<file path="src/rtl/fft_sweep_pkg.sv">
// Shared state encoding and default parameters for fft_sweep_control.
package fft_sweep_pkg;

  typedef enum logic [2:0] {
    S_IDLE  = 3'd0,
    S_LOAD  = 3'd1,
    S_RESET = 3'd2,
    S_WAIT  = 3'd3,
    S_NEXT  = 3'd4
  } sweep_state_e;

  localparam int DEF_ADDR_W  = 11;
  localparam int DEF_NPTS    = 8;
  localparam int DEF_RST_CYC = 2;
  localparam int DEF_TMO_CYC = 4096;

endpackage

</file>
<file path="src/rtl/fft_sweep_control.sv">
// Steps an FFT core through NPTS frequency points: load address, pulse reset, await result.
// Define FFT_SWEEP_TIMEOUT_EN to add a per-point WAIT timeout that sets tmo_err and advances.
module fft_sweep_control
  import fft_sweep_pkg::*;
#(
  parameter int ADDR_W  = DEF_ADDR_W,
  parameter int NPTS    = DEF_NPTS,
  parameter int RST_CYC = DEF_RST_CYC,
  parameter int TMO_CYC = DEF_TMO_CYC
) (
  input  logic                     clk,
  input  logic                     rst,
  input  logic                     sweep_start,
  input  logic                     continuous,
  input  logic                     abort,
  input  logic [ADDR_W-1:0]        addr_base,
  input  logic [ADDR_W-1:0]        addr_step,
  input  logic                     en_start,
  output logic                     fft_reset,
  output logic [ADDR_W-1:0]        reg_addr,
  output logic [$clog2(NPTS)-1:0]  pt_idx,
  output logic                     pt_done,
  output logic                     busy,
  output logic                     sweep_done,
  output logic                     tmo_err
);

  localparam int PT_W = $clog2(NPTS);
  localparam int RC_W = $clog2(RST_CYC + 1);
  localparam logic [PT_W-1:0] LAST_PT = PT_W'(NPTS - 1);

  sweep_state_e      state_q, state_d;
  logic [ADDR_W-1:0] base_q, base_d, step_q, step_d, reg_addr_q, reg_addr_d;
  logic              cont_q, cont_d;
  logic [PT_W-1:0]   pt_idx_q, pt_idx_d;
  logic [RC_W-1:0]   rcnt_q, rcnt_d;
  logic              tmo_err_q, tmo_err_d;
  logic              fft_reset_q, fft_reset_d, pt_done_q, pt_done_d;
  logic              busy_q, busy_d, sweep_done_q, sweep_done_d;

`ifdef FFT_SWEEP_TIMEOUT_EN
  localparam int TC_W = $clog2(TMO_CYC + 1);
  logic [TC_W-1:0]   tcnt_q, tcnt_d;
`endif

  always_comb begin
    state_d    = state_q;
    base_d     = base_q;
    step_d     = step_q;
    cont_d     = cont_q;
    pt_idx_d   = pt_idx_q;
    reg_addr_d = reg_addr_q;
    rcnt_d     = rcnt_q;
    tmo_err_d  = tmo_err_q;
`ifdef FFT_SWEEP_TIMEOUT_EN
    tcnt_d     = tcnt_q;
`endif

    unique case (state_q)
      S_IDLE: if (sweep_start) begin
        base_d    = addr_base;
        step_d    = addr_step;
        cont_d    = continuous;
        pt_idx_d  = '0;
        tmo_err_d = 1'b0;
        state_d   = S_LOAD;
      end
      S_LOAD: begin
        // Truncation to ADDR_W gives the modulo-2^ADDR_W wrap for free.
        reg_addr_d = base_q + step_q * ADDR_W'(pt_idx_q);
        rcnt_d     = '0;
        state_d    = S_RESET;
      end
      S_RESET: begin
        if (rcnt_q == RC_W'(RST_CYC - 1)) begin
          state_d = S_WAIT;
`ifdef FFT_SWEEP_TIMEOUT_EN
          tcnt_d  = '0;
`endif
        end else begin
          rcnt_d = rcnt_q + 1'b1;
        end
      end
      S_WAIT: begin
        if (en_start) begin
          state_d = S_NEXT;
        end
`ifdef FFT_SWEEP_TIMEOUT_EN
        else if (tcnt_q == TC_W'(TMO_CYC - 1)) begin
          tmo_err_d = 1'b1;
          state_d   = S_NEXT;
        end else begin
          tcnt_d = tcnt_q + 1'b1;
        end
`endif
      end
      S_NEXT: begin
        if (pt_idx_q != LAST_PT) begin
          pt_idx_d = pt_idx_q + 1'b1;
          state_d  = S_LOAD;
        end else if (cont_q) begin
          pt_idx_d = '0;
          state_d  = S_LOAD;
        end else begin
          state_d  = S_IDLE;
        end
      end
      default: state_d = S_IDLE;
    endcase

    // Abort beats en_start and any timeout that lands in the same cycle.
    if (abort && (state_q != S_IDLE)) begin
      state_d   = S_IDLE;
      pt_idx_d  = pt_idx_q;
      tmo_err_d = tmo_err_q;
    end

    // Outputs are registered off the next state so they line up with it.
    fft_reset_d  = (state_d == S_RESET);
    busy_d       = (state_d != S_IDLE);
    pt_done_d    = (state_d == S_NEXT);
    sweep_done_d = (state_d == S_NEXT) && (pt_idx_q == LAST_PT);
  end

  always_ff @(posedge clk) begin
    if (rst) begin
      state_q      <= S_IDLE;
      base_q       <= '0;
      step_q       <= '0;
      cont_q       <= 1'b0;
      pt_idx_q     <= '0;
      reg_addr_q   <= '0;
      rcnt_q       <= '0;
      tmo_err_q    <= 1'b0;
      fft_reset_q  <= 1'b0;
      busy_q       <= 1'b0;
      pt_done_q    <= 1'b0;
      sweep_done_q <= 1'b0;
    end else begin
      state_q      <= state_d;
      base_q       <= base_d;
      step_q       <= step_d;
      cont_q       <= cont_d;
      pt_idx_q     <= pt_idx_d;
      reg_addr_q   <= reg_addr_d;
      rcnt_q       <= rcnt_d;
      tmo_err_q    <= tmo_err_d;
      fft_reset_q  <= fft_reset_d;
      busy_q       <= busy_d;
      pt_done_q    <= pt_done_d;
      sweep_done_q <= sweep_done_d;
    end
  end

`ifdef FFT_SWEEP_TIMEOUT_EN
  always_ff @(posedge clk) begin
    if (rst) tcnt_q <= '0;
    else     tcnt_q <= tcnt_d;
  end
`endif

  assign fft_reset  = fft_reset_q;
  assign reg_addr   = reg_addr_q;
  assign pt_idx     = pt_idx_q;
  assign pt_done    = pt_done_q;
  assign busy       = busy_q;
  assign sweep_done = sweep_done_q;
  assign tmo_err    = tmo_err_q;

endmodule
</file>
<file path="config.mk">
export PLATFORM = sky130hd
export DESIGN_NAME = fft_sweep_control
export DESIGN_NICKNAME = d
export VERILOG_FILES = /design/src/rtl/fft_sweep_pkg.sv /design/src/rtl/fft_sweep_control.sv
export SDC_FILE = /design/constraint.sdc
export NUM_CORES = 1
export LEC_CHECK = 0
export CORE_UTILIZATION = 58
export CTS_CLUSTER_SIZE = 24
export DETAILED_ROUTE_END_ITERATION = 7
export PLACE_DENSITY = 0.95
export RECOVER_POWER = 25
export SLEW_MARGIN = 20
export SYNTH_ARGS = -nofsm -noshare
export SYNTH_HDL_FRONTEND = slang
export SYNTH_SLANG_ARGS = --single-unit
</file>
<file path="constraint.sdc">
create_clock -name clk -period 4.58 [get_ports clk]
set_input_delay 1.374 -clock clk [delete_from_list [all_inputs] [get_ports clk]]
set_output_delay 1.374 -clock clk [all_outputs]
set_load 0.05 [all_outputs]
</file>
==> results_dict.tcl, run 1 <==
set metrics [dict create \
    status "completed" \
    core_area_mm2 0.00472 \
    rows 25 \
    drtIter0Drc 131 \
    io_buffers 45 \
    drv_slew 0 \
    avgSynthCellArea_um2 8.12 \
    insertedDiodeCount 0 \
    maxCapViolCount 0 \
    overflow 0 \
    nets 445 \
    arrival_ns 3.64 \
    layout_commonest_cell "nand2_1" \
    synthArstFlopShare_pct 0 \
    end_kind "flop" \
    drt_pre_antenna_iters 4 \
    multi_input_area_mm2 0.00170 \
    yosysWarnings 0 \
    dieHeight_um 72.0 \
    placed_cell_area_mm2 0.00330 \
    worst_pin_slew_ns 1.24 \
    dieArea_mm2 0.00519 \
    synth_fp_nets 410 \
    grt_pass1_vias 2390 \
    cts_setup_buffers 0 \
    yosysSeqAreaShare_pct 32.4 \
    place_hpwl_mm 4.32 \
    ys_types 48 \
    syn_area_mm2 0.00284 \
    ctsLongestPathBuffers 2 \
    skew_ns 0.0123 \
    swShare_pct 28.6 \
    insertion_delay_ns 0.31 \
    synth_edf_count 0 \
    cts_tree "yes" \
    grtUsageTotal_pct 24.8 \
    layout_common_cells "76 x nand2_1, 46 x dfxtp_1, 42 x clkdlybuf4s50_1" \
    fin_tns_setup_ns 0 \
    synth-seq-cells 46 \
    h-tree-depth 2 \
    hold_path.class "reg2reg" \
    crit_fanout 12 \
    syn_to_final_growth_pct 19.2 \
    regArea_um2 921 \
    start_kind "flop" \
    vias_per_cell 5.30 \
    peakVddDrop_uv 183 \
    initial_core_util_pct 60.2 \
    clockPowerShare_pct 30.3 \
    power.total_mw 0.819 \
    leakagePower_nw 1.43 \
    synth_ff_type "dfxtp_1" \
    drc 0 \
    wl_per_cell_um 12.7 \
    grt_max_degree 46 \
    cts.sinks 46 \
    power.internal_mw 0.584 \
    grt_pass1_wl_mm 10.0 \
    gp_congestion 0.858 \
    fin_crit_sh_pct 75.0 \
    ctsResizeCount 0 \
    ant_nets 0 \
    crit_required_ns 4.79 \
    clockRootBuffer "clkbuf_8" \
    criticalPathCategory "reg2reg" \
    final_util_pct 71.7 \
    antenna_found_initial 0 \
    grt_setup_unrepaired "no" \
    slew_headroom_pct 17.6 \
    comb_power_share_pct 16.5 \
    timing.fmax_mhz 291 \
    sequentialPowerShare_pct 53.2 \
    ioPinCount 47 \
    numCtsBuffers 5 \
    setup_viol 0 \
    synthCells 350 \
    switching_power_mw 0.234 \
    min_period_ns 3.44 \
    hold_violations 0 \
    die_w_um 72.0 \
    routed_wl_mm 5.77 \
    clk_pin_slew_ns 0.09 \
    vias 2402 \
    cts_hold_buf 0 \
    fin_area_mm2 0.00339 \
    power_density_mw_per_mm2 242 \
    drive_gt1_share_pct 2.85 \
    n_fill_cell 373 \
]
synthesized netlist by cell type, drive strengths merged (2+ instances only):
library cell | instances | area, µm²
o211ai | 2 | 15.0
nor3 | 7 | 35.0
nor3b | 2 | 15.0
or3 | 2 | 12.5
o21ai | 11 | 55.1
a21o | 3 | 22.5
a21oi | 39 | 195
buf | 8 | 48.8
xor2 | 2 | 36.3
nand4 | 2 | 12.5
dfxtp | 46 | 921
a2bb2oi | 3 | 26.3
a31oi | 2 | 12.5
and2 | 21 | 131
nand2b | 4 | 25.0
inv | 35 | 131
nor4 | 2 | 12.5
nor2b | 4 | 25.0
o21a | 2 | 15.0
clkbuf | 11 | 41.3
fa | 17 | 340
ha | 15 | 188
nand2 | 76 | 285
nor2 | 10 | 40.0
xnor2 | 4 | 35.0
and3 | 3 | 18.8
power by group through the flow:
| stage | clock network (mW) | registers (mW) | logic, mW |
|---|---|---|---|
| finish | 0.248 | 0.435 | 0.135 |
| global route | 0.272 | 0.438 | 0.150 |
| CTS | 0.253 | 0.435 | 0.136 |
| detailed placement | 0 | 0.445 | 0.136 |
| global placement | 0 | 0.443 | 0.133 |
| floorplan | 0 | 0.455 | 0.0755 |
cells by family after synthesis:
kind of cell | count (synthesis) | synth area share (%)
and+or+nand+nor | 139 | 23.1
AOI/OAI and AO/OA | 70 | 14.3
buffers and inverters | 54 | 7.79
DFF | 46 | 32.4
adders and majority gates | 32 | 18.6
xor gates and xnor gates | 7 | 3.30
other | 1 | 0.132
muxes | 1 | 0.352
final cells by class:
class,count,area share [%]
well taps,67,2.47
clock buffers,6,2.14
repair buffers,47,13.7
inverters,35,3.88
flip-flops and latches,46,27.2
multi-input cells,250,50.2
clock inverters,2,0.406
worst max-delay path: stages (launching register included):
cell	delay [ns]
dfxtp_1	0.55
nand2_1	0.15
fa_1	0.54
inv_1	0.05
fa_1	0.53
inv_1	0.07
fa_1	0.43
nor2b_1	0.17
o21ai_1	0.10
a21boi_1	0.32
o21ai_0	0.15
a211o_1	0.26
flip-flops by register name, indices dropped and copies added, names as in the netlist:
name / flops
base_q: 11
reg_addr: 11
step_q: 11
pt_idx: 3
state_q: 3
rcnt_q: 2
busy: 1
cont_q: 1
fft_reset: 1
pt_done: 1
sweep_done: 1
metal layers:
metal,vias up,global-route usage [%],share of wire [%]
li1,1201,-,-
met1,1125,27.0,41
met2,66,45.6,52
met3,10,8.19,5.2
met4,0,7.19,1.6
met5,-,0,0
through the flow:
step / hold WS, ns / std cells / setup WS, ns
2_1_floorplan: 0.436 / 350 / 1.05
3_3_place_gp: 0.441 / 445 / 1.32
3_5_place_dp: 0.450 / 445 / 1.17
4_1_cts: 0.460 / 453 / 1.16
5_1_grt: 0.473 / 453 / 0.937
6_report: 0.455 / 453 / 1.14
final timing paths:
check	start	to	slack [ns]	cells after the start
max	pt_idx[2]	reg_addr[9]	1.14	11
max reg2reg	pt_idx[2]	reg_addr[9]	1.14	11
min reg2reg	reg_addr[4]	reg_addr[4]	0.45	2
min	reg_addr[4]	reg_addr[4]	0.45	2
Note: power is estimated with default switching activity, not from simulation.
==> run 2: changes to the inputs <==
--- a/config.mk
+++ b/config.mk
@@ -5,10 +5,10 @@
 export SDC_FILE = /design/constraint.sdc
 export NUM_CORES = 1
 export LEC_CHECK = 0
-export CORE_UTILIZATION = 58
+export CORE_UTILIZATION = 48
 export CTS_CLUSTER_SIZE = 24
 export DETAILED_ROUTE_END_ITERATION = 7
-export PLACE_DENSITY = 0.95
+export PLACE_DENSITY = 0.87
 export RECOVER_POWER = 25
 export SLEW_MARGIN = 20
 export SYNTH_ARGS = -nofsm -noshare
==> constraint.sdc (replaced) <==
create_clock -name clk -period 2.9 [get_ports clk]
set_input_delay 0.87 -clock clk [delete_from_list [all_inputs] [get_ports clk]]
set_output_delay 0.87 -clock clk [all_outputs]
set_load 0.05 [all_outputs]
==> results_dict.tcl, run 2 (synthesis gave the netlist of run 1 again) <==
set metrics [dict create \
    status "finished, violations left" \
    violations "negative setup slack" \
    grtUsageTotal_pct 20.5 \
    hold_violations 0 \
    drive_gt1_share_pct 11.7 \
    io_buffers 45 \
    fin_crit_sh_pct 100 \
    crit_buf_inv 2 \
    grt_setup_unrepaired "yes" \
    placed_cell_area_mm2 0.00344 \
    regArea_um2 932 \
    dieHeight_um 79.0 \
    vias 2482 \
    setup_viol 2 \
    crit_fanout 9 \
    drc 0 \
    crit_path_top_delay_cell "fa_1" \
    rows 27 \
    swShare_pct 29.7 \
    power.total_mw 1.33 \
    grt_use_met1_pct 23.3 \
    vias_per_cell 5.34 \
    hold_path.class "reg2reg" \
    pre_cts_ws_ns -0.0342 \
    antenna_found_initial 0 \
    slew_headroom_pct 33.8 \
    cts.sinks 46 \
    sequentialPowerShare_pct 51.7 \
    criticalPathCategory "reg2reg" \
    comb_power_share_pct 17.2 \
    overflow 0 \
    timing.fmax_mhz 343 \
    clockPowerShare_pct 31.1 \
    path_delay_family "adder cells" \
    routed_wl_mm 5.91 \
    rrSetupSlack_ns -0.01 \
    insertion_delay_ns 0.31 \
    use_met2_pct 39.2 \
    grt.busiest_layer "met2" \
    gp_congestion 0.913 \
    core_area_mm2 0.00561 \
    nets 452 \
    start_kind "flop" \
    grt_pass1_vias 2407 \
    drtIter0Drc 177 \
    ioPinCount 47 \
    fin_area_mm2 0.00358 \
    n_fill_cell 505 \
    peakVddDrop_uv 261 \
    numCtsBuffers 5 \
    cp_cell_sequence "and2_1, fa_1, inv_1, fa_1, inv_1, ha_4, a21o_1, a21oi_2, o21ai_1, or3_1, a31oi_1" \
    grt_max_degree 24 \
    die_w_um 79.0 \
    clk_pin_slew_ns 0.10 \
    grt_pass1_wl_mm 10.3 \
    insertedDiodeCount 0 \
    ant_nets 0 \
    clockRootBuffer "clkbuf_8" \
    max_stage_delay_ns 0.53 \
    dieArea_mm2 0.00623 \
    power_density_mw_per_mm2 370 \
    layout_common_cells "74 x nand2_1, 44 x clkdlybuf4s50_1, 43 x dfxtp_1" \
    switching_power_mw 0.393 \
    power.internal_mw 0.932 \
    cts_tree "yes" \
    min_period_ns 2.91 \
    drt_pre_antenna_iters 4 \
    drv_slew 0 \
    end_kind "flop" \
    multi_input_area_mm2 0.00181 \
    crit_required_ns 3.14 \
    skew_ns 0.0171 \
    place_hpwl_mm 4.57 \
    ctsLongestPathBuffers 2 \
    arrival_ns 3.16 \
    h-tree-depth 2 \
    initial_core_util_pct 50.7 \
    fin_tns_setup_ns -0.0238 \
    wl_per_cell_um 12.7 \
    worst_slack_ns -0.0139 \
    timing.hold.ws_ns 0.459 \
    leakagePower_nw 1.46 \
    maxCapViolCount 0 \
    worst_pin_slew_ns 0.993 \
    syn_to_final_growth_pct 25.9 \
    met3_usage_pct 4.14 \
    layout_commonest_cell "nand2_1" \
]
## run 2: changes by cell type in the layout (fill, tap and decap cells not counted), moves of 3 or more
cell,before,now
buf_4,2,6
inv_2,0,4
and2_1,20,14
dfxtp_1,46,43
and2_4,0,6
ha_4,0,4
o21ai_0,10,7
ha_1,15,10
dfxtp_4,0,3
inv_1,35,31
## run 2: power by group through the flow
| stage | clock network (mW) | logic (mW) | registers, mW |
|---|---|---|---|
| global route | 0.448 | 0.250 | 0.690 |
| finish | 0.413 | 0.227 | 0.685 |
| global placement | 0 | 0.222 | 0.698 |
| detailed placement | 0 | 0.227 | 0.700 |
| CTS | 0.424 | 0.229 | 0.685 |
| floorplan | 0 | 0.125 | 0.716 |
## run 2: path summary, 6_finish.rpt
check             cells after the start            to         from
setup / recovery                     11  reg_addr[10]    pt_idx[2]
hold / removal                        2   reg_addr[1]  reg_addr[1]
setup reg to reg                     11  reg_addr[10]    pt_idx[2]
hold reg to reg                       2   reg_addr[1]  reg_addr[1]
## run 2: repair_timing
item / in CTS / in global routing
setup endpoints to repair: 4 / 6
hold buffers: 0 / 0
pin swaps: 2 / 2
buffers inserted: 1 / 3
resized for setup: 4 / 3
## run 2: worst min-delay path, cell delays in order, from the launching register on
cell	delay [ns]
dfxtp_1	0.32
nand2_1	0.05
a21oi_1	0.05
## run 2: metrics by stage
| step | util [%] | std cells |
|---|---|---|
| floorplan | - | 350 |
| global placement | 61.3 | 453 |
| detailed placement | 61.3 | 453 |
| CTS | 63.3 | 462 |
| global route | 63.8 | 465 |
| finish | 63.8 | 465 |
## run 2: cell type report
type	instances	share of cell area, %
Inverter	35	3.67
Tap cell	72	2.52
Multi-Input combinational cell	250	50.6
Clock buffer	5	1.92
Sequential cell	46	26.0
Timing Repair Buffer	54	14.6
Clock inverter	3	0.664
## run 2: layer usage
layer  vias to the layer above  wire length, µm
met5                         -                0
met4                         0               57
met3                         7              240
met2                        51             3160
met1                      1202             2450
li1                       1222                -
==> run 3: changes to the inputs <==
--- a/config.mk
+++ b/config.mk
@@ -5,10 +5,10 @@
 export SDC_FILE = /design/constraint.sdc
 export NUM_CORES = 1
 export LEC_CHECK = 0
-export CORE_UTILIZATION = 48
+export CORE_UTILIZATION = 45
 export CTS_CLUSTER_SIZE = 24
 export DETAILED_ROUTE_END_ITERATION = 7
-export PLACE_DENSITY = 0.87
+export PLACE_DENSITY = 0.83
 export RECOVER_POWER = 25
 export SLEW_MARGIN = 20
 export SYNTH_ARGS = -nofsm -noshare
==> results_dict.tcl, run 3 (synthesis gave the netlist of run 1 again) <==
set metrics [dict create \
    crit_required_ns 3.10 \
    ctsLongestPathBuffers 2 \
    hold_path.class "reg2reg" \
    rows 28 \
    status "finished, violations left" \
    overflow 0 \
    antenna_found_initial 0 \
    wl_per_cell_um 12.8 \
    grt_setup_unrepaired "yes" \
    fin_tns_setup_ns -0.348 \
    start_kind "flop" \
    dpl.cell_count 456 \
    grt_max_degree 25 \
    setup_viol 4 \
    syn_to_final_growth_pct 27.7 \
    gp_congestion 0.811 \
    stdcell_count 472 \
    worst_pin_slew_ns 1.26 \
    numCtsBuffers 5 \
    place_hpwl_mm 4.42 \
    cts_tree "yes" \
    insertion_delay_ns 0.30 \
    layout_commonest_cell "nand2_1" \
    layout_common_cells "74 x nand2_1, 43 x dfxtp_1, 43 x clkdlybuf4s50_1" \
    violations "negative setup slack" \
    ioPinCount 47 \
    timing.hold.ws_ns 0.457 \
    min_period_ns 3.06 \
    leakagePower_nw 1.50 \
    die_w_um 81.5 \
    placed_cell_area_mm2 0.00343 \
    arrival_ns 3.25 \
    drt_pre_antenna_iters 4 \
    skew_ns 0.00226 \
    met3_usage_pct 4.67 \
    insertedDiodeCount 0 \
    regArea_um2 932 \
    routed_wl_mm 6.03 \
    io_buffers 45 \
    grtUsageTotal_pct 19.8 \
    drtIter0Drc 83 \
    use_met2_pct 36.3 \
    grt_pass1_vias 2292 \
    ant_nets 0 \
    end_kind "flop" \
    timing.fmax_mhz 327 \
    dieHeight_um 81.5 \
    h-tree-depth 2 \
    cts_hold_buf 0 \
    peakVddDrop_uv 256 \
    n_fill_cell 522 \
    crit_fanout 6 \
    multi_input_area_mm2 0.00184 \
    cts.sinks 46 \
    dieArea_mm2 0.00664 \
    core_area_mm2 0.00599 \
    clk_pin_slew_ns 0.08 \
    vias_per_cell 5.31 \
    slew_headroom_pct 15.8 \
    drv_slew 0 \
    criticalPathCategory "reg2reg" \
    grt_pass1_wl_mm 10.1 \
    hold_violations 0 \
    initial_core_util_pct 47.5 \
    grt_use_met1_pct 23.3 \
    power_density_mw_per_mm2 361 \
    fin_crit_sh_pct 105 \
    fin_area_mm2 0.00363 \
    maxCapViolCount 0 \
    vias 2504 \
    clockRootBuffer "clkbuf_8" \
    nets 456 \
    drc 0 \
    drive_gt1_share_pct 13.9 \
    worst_slack_ns -0.156 \
    grt.busiest_layer "met2" \
    final_util_pct 60.6 \
]
==> run 3: cell types whose count changed in the layout (fill, tap and decap cells not counted), sizes merged <==
cell / before / now
inv: 36 / 35
clkinvlp: 2 / 0
clkinv: 0 / 2
buf: 7 / 12
clkdlybuf4s50: 44 / 43
dlygate4sd3: 1 / 2
==> run 3: what timing repair did <==
action / CTS / global route
setup endpoints to repair: 3 / 6
pin swaps: 1 / 15
resized for setup: 4 / 14
setup buffers: 1 / 7
==> run 3: critical path, cell delays in order (launching register included) <==
cell	delay, ns
dfxtp_4	0.39
buf_6	0.13
nand2_4	0.05
fa_1	0.52
inv_2	0.04
fa_1	0.54
inv_2	0.05
fa_2	0.39
nor2b_4	0.13
o21ai_2	0.07
a21boi_2	0.23
o21ai_1	0.12
a211o_1	0.29
==> run 3: report_power, final <==
| group | switching [mW] | internal, mW |
|---|---|---|
| Clock | 0.216 | 0.188 |
| Sequential | 0.0251 | 0.660 |
| Combinational | 0.127 | 0.0964 |
==> run 3: final timing paths <==
check | endpoint | cells after the start | from | slack [ns]
worst max register to register | reg_addr[9] | 12 | pt_idx[2] | -0.16
worst max-delay path | reg_addr[9] | 12 | pt_idx[2] | -0.16
worst min register to register | reg_addr[0] | 2 | reg_addr[0] | 0.46
worst min-delay path | reg_addr[0] | 2 | reg_addr[0] | 0.46
==> run 3: routing by layer <==
metal  up-vias  share of wire [%]
met5         -                  0
met4         0               0.75
met3         6                3.8
met2        41                 53
met1      1230                 42
li1       1227                  -
==> run 3: through the flow <==
step / power [mW] / worst slack (ns)
floorplan: 0.841 / -0.0925
global placement: 0.917 / 0.0291
detailed placement: 0.922 / -0.0354
CTS: 1.33 / -0.0235
global route: 1.38 / -0.216
finish: 1.31 / -0.156
==> run 3: area by class of cell <==
class                           instances  share of cell area [%]
Inverter                               35                    3.62
Clock buffer                            6                    2.27
Tap cell                               75                    2.58
Multi-Input combinational cell        250                    50.6
Timing Repair Buffer                   58                    15.1
Clock inverter                          2                   0.207
Sequential cell                        46                    25.7
